==> src/rtl/car_pkg.sv <==
// Shared constants and types for the drawbridge occupancy counter.
package car_pkg;

  localparam int unsigned CNT_W   = 8;
  localparam int unsigned CNT_MAX = (2 ** CNT_W) - 1;

  typedef logic [CNT_W-1:0] cnt_t;

endpackage : car_pkg

==> src/rtl/sync_rise_det.sv <==
// Synchronises one asynchronous sensor level into clk and flags its 0->1 transitions.
module sync_rise_det #(
  parameter int unsigned SYNC_STAGES = 2  // legal range 2..3
) (
  input  logic clk,
  input  logic rst_n,
  input  logic i_async,
  output logic o_rise
);

  logic [SYNC_STAGES-1:0] r_sync;
  logic                   r_hist;
  logic                   w_sync_out;

  assign w_sync_out = r_sync[SYNC_STAGES-1];

  always_ff @(posedge clk or negedge rst_n) begin
    if (!rst_n) begin
      r_sync <= '0;
      r_hist <= 1'b0;
    end else begin
      r_sync <= {r_sync[SYNC_STAGES-2:0], i_async};
      r_hist <= w_sync_out;
    end
  end

  // One-cycle pulse per synchronised rising edge, however long the sensor stays high.
  assign o_rise = w_sync_out & ~r_hist;

endmodule : sync_rise_det

==> src/rtl/car_counter.sv <==
// Saturating up/down count of cars on the span, with occupancy flag and sticky error.
module car_counter #(
  parameter int unsigned CNT_W       = car_pkg::CNT_W,
  parameter int unsigned SYNC_STAGES = 2
) (
  input  logic             Clk,
  input  logic             Reset,
  input  logic             CarIn,
  input  logic             CarOut,
  output logic             ExistCar,
  output logic [CNT_W-1:0] Count,
  output logic             Error
);

  localparam logic [CNT_W-1:0] CNT_FULL = '1;

  logic             w_in_rise;
  logic             w_out_rise;
  logic [CNT_W-1:0] r_count;
  logic             r_error;
  logic [CNT_W-1:0] w_count_nxt;
  logic             w_error_nxt;

  sync_rise_det #(.SYNC_STAGES(SYNC_STAGES)) u_in_det (
    .clk    (Clk),
    .rst_n  (Reset),
    .i_async(CarIn),
    .o_rise (w_in_rise)
  );

  sync_rise_det #(.SYNC_STAGES(SYNC_STAGES)) u_out_det (
    .clk    (Clk),
    .rst_n  (Reset),
    .i_async(CarOut),
    .o_rise (w_out_rise)
  );

  // Simultaneous entry and exit cancel out: count and error both untouched.
  always_comb begin
    w_count_nxt = r_count;
    w_error_nxt = r_error;
    unique case ({w_in_rise, w_out_rise})
      2'b10: begin
        if (r_count == CNT_FULL) w_error_nxt = 1'b1;
        else                     w_count_nxt = r_count + 1'b1;
      end
      2'b01: begin
        if (r_count == '0) w_error_nxt = 1'b1;
        else               w_count_nxt = r_count - 1'b1;
      end
      default: ;
    endcase
  end

  always_ff @(posedge Clk or negedge Reset) begin
    if (!Reset) begin
      r_count <= '0;
      r_error <= 1'b0;
    end else begin
      r_count <= w_count_nxt;
      r_error <= w_error_nxt;
    end
  end

  assign Count    = r_count;
  assign ExistCar = (r_count != '0);
  assign Error    = r_error;

endmodule : car_counter

==> config.mk <==
export PLATFORM = sky130hd
export DESIGN_NAME = car_counter
export DESIGN_NICKNAME = d
export VERILOG_FILES = /design/src/rtl/car_pkg.sv /design/src/rtl/sync_rise_det.sv /design/src/rtl/car_counter.sv
export SDC_FILE = /design/constraint.sdc
export NUM_CORES = 1
export LEC_CHECK = 0
export CAP_MARGIN = 20
export CELL_PAD_IN_SITES_DETAIL_PLACEMENT = 0
export CELL_PAD_IN_SITES_GLOBAL_PLACEMENT = 1
export CORE_MARGIN = 2
export CORE_UTILIZATION = 44
export CTS_BUF_LIST = sky130_fd_sc_hd__clkbuf_16
export CTS_CLUSTER_DIAMETER = 200
export DETAILED_ROUTE_END_ITERATION = 8
export PLACE_DENSITY_LB_ADDON = 0.1
export SLEW_MARGIN = 20
export SYNTH_ARGS = -nofsm -noshare
export SYNTH_HDL_FRONTEND = slang
export SYNTH_SLANG_ARGS = --single-unit
==> constraint.sdc <==
create_clock -name Clk -period 4.36 [get_ports Clk]
set_clock_uncertainty 0.1 [all_clocks]
set_input_delay 0.654 -clock Clk [delete_from_list [all_inputs] [get_ports Clk]]
set_output_delay 0.654 -clock Clk [all_outputs]
set_load 0.01 [all_outputs]
== After elaboration in Yosys (flattened, before gate mapping) ==
Index checks and enable logic that the tools add are counted.

* Output and inout bits: 10
* Register bits after elaboration: 15
* Input port bits: 4
* Logic and storage cells: 30

* Bitwise gates (word level): 4
* Add/subtract/negate cells: 2
* Eq/ne operators: 7
* Mux-type cells: 6
* Reduce and logical (&&, ||, !) cells: 5

{| class="wikitable"
|+ Operator list
! operator !! count
|-
| 8-bit 2-to-1 mux || 2
|-
| 8-bit case mux with 2 select lines || 1
|-
| 8-bit by 1-bit adder with 8-bit output (second input constant) || 1
|-
| 8-bit == test (second input constant) || 1
|-
| 8-bit zero test || 1
|-
| 2-bit inequality test (second input constant) || 4
|-
| 8-bit nonzero test || 1
|-
| 8-bit by 1-bit subtractor with 8-bit output (second input constant) || 1
|-
| 3-bit AND reduction || 2
|-
| 1-bit bitwise AND || 2
|-
| 2-bit by 1-bit == test with 1-bit output (second input constant) || 1
|-
| 2-bit == test (second input constant) || 1
|-
| 1-bit 2-to-1 mux || 2
|-
| 1-bit inverter || 2
|-
| 1-bit case mux with 2 select lines || 1
|-
| 2-bit nonzero test || 1
|}

== Depth between registers and ports, before layout ==
* Word-level depth: 5
* Gate-level depth with buffers: 12
* Gate-level depth less buffers: 10

== Cells and area by module ==
Synthesis repeated with hierarchy kept, for this count alone.

* Cells, all modules: 101
* Area total of the unflattened synthesis: 994.7 sq um

{| class="wikitable"
|+ Modules (own cells, without submodules)
! module !! sequential area each (sq um) !! area an instance (sq um) !! cells an instance !! instances
|-
| car_counter || 225.2 || 817.0 || 93 || 1
|-
| sync_rise_det || 75.1 || 88.8 || 4 || 2
|}

== Worst setup path before layout ==
OpenSTA, ideal clock, no wires.

* Path kind: register -> register
* From: register u_out_det.r_hist
* To: register r_count[4] (netlist: Count[4])
* Cell stages (with the launch flop): 13
* Library setup time: 0.128 ns
* Data required time: 4.132 ns
* Buffers on the path: 2
* Clock period less this slack: 2.422 ns
* Path slack: 1.938 ns
* Data arrival time: 2.195 ns
* Path through: dfrtp_1 > nand2b_1 > inv_1 > ha_1 > buf_4 > clkbuf_1 > xor2_1 > ha_1 > and3b_1 > o21ai_0 > nor2b_1 > nor3_2 > xor2_1

* Cells in the longest elaborated chain, start to end: 5
* Elaborated cells between the ends (all ways): 9
* Those cells by class: eq/ne: 4; mux: 1; bitwise: 2; reduce/logical: 2

{| class="wikitable"
|+ Ends and longest elaborated chain
! item !! RTL line !! source
|-
| from (decl) || sync_rise_det.sv:12 || <nowiki>logic r_hist;</nowiki>
|-
| from (signal assigned) || sync_rise_det.sv:23 || <nowiki>r_hist <= w_sync_out;</nowiki>
|-
| 1-bit inverter (*) || sync_rise_det.sv:28 || <nowiki>assign o_rise = w_sync_out & ~r_hist;</nowiki>
|-
| 1-bit bitwise AND (*) || sync_rise_det.sv:28 ||
|-
| 2-bit by 1-bit == test with 1-bit output / 2-bit == test (equally long branches) || car_counter.sv:42 || <nowiki>unique case ({w_in_rise, w_out_rise})</nowiki>
|-
| 2-bit inequality test (no line) / 2-bit nonzero test (equally long branches) || n/a ||
|-
| 3-bit AND reduction (no line) || n/a ||
|-
| to (signal assigned) || car_counter.sv:60 || <nowiki>r_count <= w_count_nxt;</nowiki>
|-
| to (decl) || car_counter.sv:19 || <nowiki>logic [CNT_W-1:0] r_count;</nowiki>
|}

Every way passes the cells marked *; elsewhere a longest branch is shown, timed or not.
A chain may end at the register's enable or synchronous reset.

== Worst setup path after layout ==
* From: register u_out_det.r_hist
* To: register r_count[6] (netlist: Count[6])

The elaborated chain is that of the path after synthesis.

==> results.json <==
{
  "dpl_cell_area_um2": 1110,
  "hold_viol": 0,
  "p_total_w": 0.000726,
  "maxSlewViolCount": 0,
  "yosysTopAreaCell": "dfrtp_1",
  "swShare_pct": 37.8,
  "multi_input_area_um2": 559,
  "finalCritPeriodShare_pct": 61.4,
  "synth_cell_types": 42,
  "place_congestion": 0.747,
  "met1_usage_pct": 25.0,
  "finalSetupViolations": 0,
  "slew_headroom_pct": 52.4,
  "grt_pass1_vias": 640,
  "diodes": 0,
  "p_per_area_nw_per_um2": 610,
  "fill_cells": 211,
  "overflow": 0,
  "synth_area_leaders": "dfrtp_1, xor2_1, ha_1",
  "fp.dieH_um": 51.4,
  "clk_latency_ps": 240,
  "yosysTopAreaCellShare_pct": 38.0,
  "syn_nets": 103,
  "tightestPinTransition_ps": 714,
  "async_flop_share_pct": 100,
  "synthSimpleGateAreaFrac_pct": 25.6,
  "grt_usage_pct": 16.2,
  "dpl_worst_slack_ps": 1690,
  "die_w_um": 51.4,
  "combinationalPowerShare_pct": 36.8,
  "post-cts-setup-buffers": 0,
  "hpwlAfterDp_mm": 1.25,
  "worstPathArrival_ps": 2740,
  "cts_buffer_depth": 2,
  "nNetsFinal": 114,
  "use_met2_pct": 22.2,
  "cts_resized": 0,
  "setup_tns_ps": 0,
  "floorplan.die_area_um2": 2640,
  "synthMuxAreaShare_pct": 3.17,
  "synth_warnings": 0,
  "rsz0062_at_grt": "no",
  "seqPwrFrac_pct": 38.5,
  "core_um2": 2170,
  "area_delta_synth_final_pct": 20.5,
  "cts_root_buf": "clkbuf_16",
  "switchingPower_w": 0.000274,
  "power.leakage_nw": 0.486,
  "top_usage_layer": "met1",
  "drtIter0Drc": 14,
  "routed_wl_mm": 1.81,
  "peakVddDrop_mv": 0.453,
  "synth_fa_ha_area_share_pct": 5.07,
  "syn-mean-instance-area_um2": 10.4,
  "synth-compound-area-share_pct": 14.8,
  "final_area_um2": 1190,
  "grt_use_met3_pct": 3.51,
  "synth_ff_type": "dfrtp_1",
  "seq_area_frac_synth_pct": 38.0,
  "reg2reg_slack_ps": 1690,
  "ios": 14,
  "synth_cells": 95,
  "grt_max_degree": 21,
  "run_status": "complete, no violations",
  "layout-drive-gt1-share_pct": 12.4,
  "synth.cell_area_um2": 987,
  "finalCriticalPeriod_ps": 2670,
  "cts.clk_slew.worst_paths_ps": 50,
  "portBuffers": 13,
  "start_util_pct": 45.5,
  "numCtsBuffers": 3,
  "holdWs_ps": 245,
  "synth_top_family_by_area": "simple AND/OR/NAND/NOR gates",
  "grt_antenna_before_repair": 0,
  "ant_nets": 0,
  "crit_required_ps": 4430,
  "grt_pass1_wl_mm": 3.14,
  "p_clk_share_pct": 24.7,
  "routedWlPerCell_um": 13.6,
  "regArea_um2": 375,
  "critPathCaptureType": "flop",
  "drtPass1Iterations": 4,
  "ys_ff_latch": 15,
  "cts_tree": "yes",
  "cp_max_fo": 20,
  "vias": 729,
  "crit_path_start_kind": "flop",
  "viasPerCell": 5.48,
  "drv_cap": 0,
  "hold_class": "flop to flop",
  "internal-power_w": 0.000452,
  "clkSinkCount": 15,
  "holdBufCountCts": 0,
  "drcViolationCount": 0,
  "max_freq_mhz": 374,
  "layout_setup_ws_ps": 1690,
  "yosys.area_share.xor_xnor_pct": 7.98,
  "htree_levels": 1,
  "worstSetupPathType": "flop to flop",
  "fp-row-count": 17,
  "synth_edf_count": 0
}
==> worst paths after layout <==
path                                              startpoint                            end  cells after the start
worst min register to register  u_in_det.r_sync[0]$_DFF_PN0_   u_in_det.r_sync[1]$_DFF_PN0_                      0
worst min-delay path            u_in_det.r_sync[0]$_DFF_PN0_   u_in_det.r_sync[1]$_DFF_PN0_                      0
worst max-delay path              u_out_det.r_hist$_DFF_PN0_           Count[6]$_DFFE_PN0P_                     10
max in group asynchronous                              Reset           Count[1]$_DFFE_PN0P_                      1
worst max register to register    u_out_det.r_hist$_DFF_PN0_           Count[6]$_DFFE_PN0P_                     10
min in group asynchronous                              Reset  u_out_det.r_sync[1]$_DFF_PN0_                      1
==> cell usage after synthesis (2+ instances only) <==
cell type	count
nand2b_1	2
nor2_1	6
buf_4	2
nor2b_1	2
o21a_1	2
nand2_1	2
inv_1	2
buf_2	3
dfrtp_1	15
nand3_1	5
xor2_1	8
mux2i_1	2
and3b_1	2
ha_1	4
o21ai_0	4
a21oi_1	4
nor3b_1	2
or2_1	2
nor3_2	3
==> per-stage QoR <==
| step | util, % | cells |
|---|---|---|
| CTS | 54.8 | 133 |
| detailed placement | 51.0 | 129 |
| floorplan | - | 95 |
| global placement | 51.0 | 129 |
| global route | 54.8 | 133 |
| finish | 54.8 | 133 |
==> placed cells by master, fill, tap and decap left out, types with 2 or more instances in the layout <==
cell type and count:
nor3b_1 2, xor2_1 8, inv_1 2, or2_1 2, mux2i_1 2, o21a_1 2, nor2b_1 2, nand3_1 5
a21oi_1 4, nor2_1 6, nand2_1 2, dfrtp_1 15, nor3_2 3, and3b_1 2, nand2b_1 2, ha_1 4
o21ai_0 4, clkbuf_16 3, clkdlybuf4s50_1 13
==> sequential cells by signal, indices dropped and copies added (netlist names) <==
register / count
Count: 8
u_in_det.r_sync: 2
u_out_det.r_sync: 2
Error: 1
u_in_det.r_hist: 1
u_out_det.r_hist: 1
==> power groups by stage <==
stage          Sequential, W  Combinational [W]  Clock, W
2_1_floorplan       0.000243           0.000207         0
3_3_place_gp        0.000281           0.000269         0
3_5_place_dp        0.000282           0.000267         0
4_1_cts             0.000280           0.000270  0.000186
5_1_grt             0.000294           0.000297  0.000194
6_report            0.000279           0.000267  0.000180
==> layer usage <==
| layer | vias up | part of all wire (%) |
|---|---|---|
| met3 | 4 | 3.5 |
| met1 | 350 | 52 |
| met2 | 19 | 43 |
| met4 | 0 | 1.6 |
| met5 | - | 0 |
| li1 | 356 | - |
==> critical path: stages, from the launching register on <==
cell      delay [ps]
dfrtp_1          350
nand2b_1         160
inv_1             90
ha_1             620
xor2_1           140
ha_1             250
and3b_1          180
o21ai_0          240
a21boi_1         150
nor4_4           150
xor2_1           160
==> final cells by class <==
type                    count  area share (%)
flip-flops and latches     15            31.5
well taps                  28            2.94
inverters                   2           0.631
clock buffers               3            6.31
clock inverters             1           0.631
repair buffers             13            10.9
multi-input cells          71            47.0
==> cells by family (layout without fill, tap and decap cells) <==
family,count (synthesis),in the layout
xor+xnor,9,9
buf+inv,9,19
compound gates,19,19
simple gates,36,36
flops,15,15
fa+ha+maj,4,4
mux,3,3
Note: power is estimated with default switching activity, not from simulation.
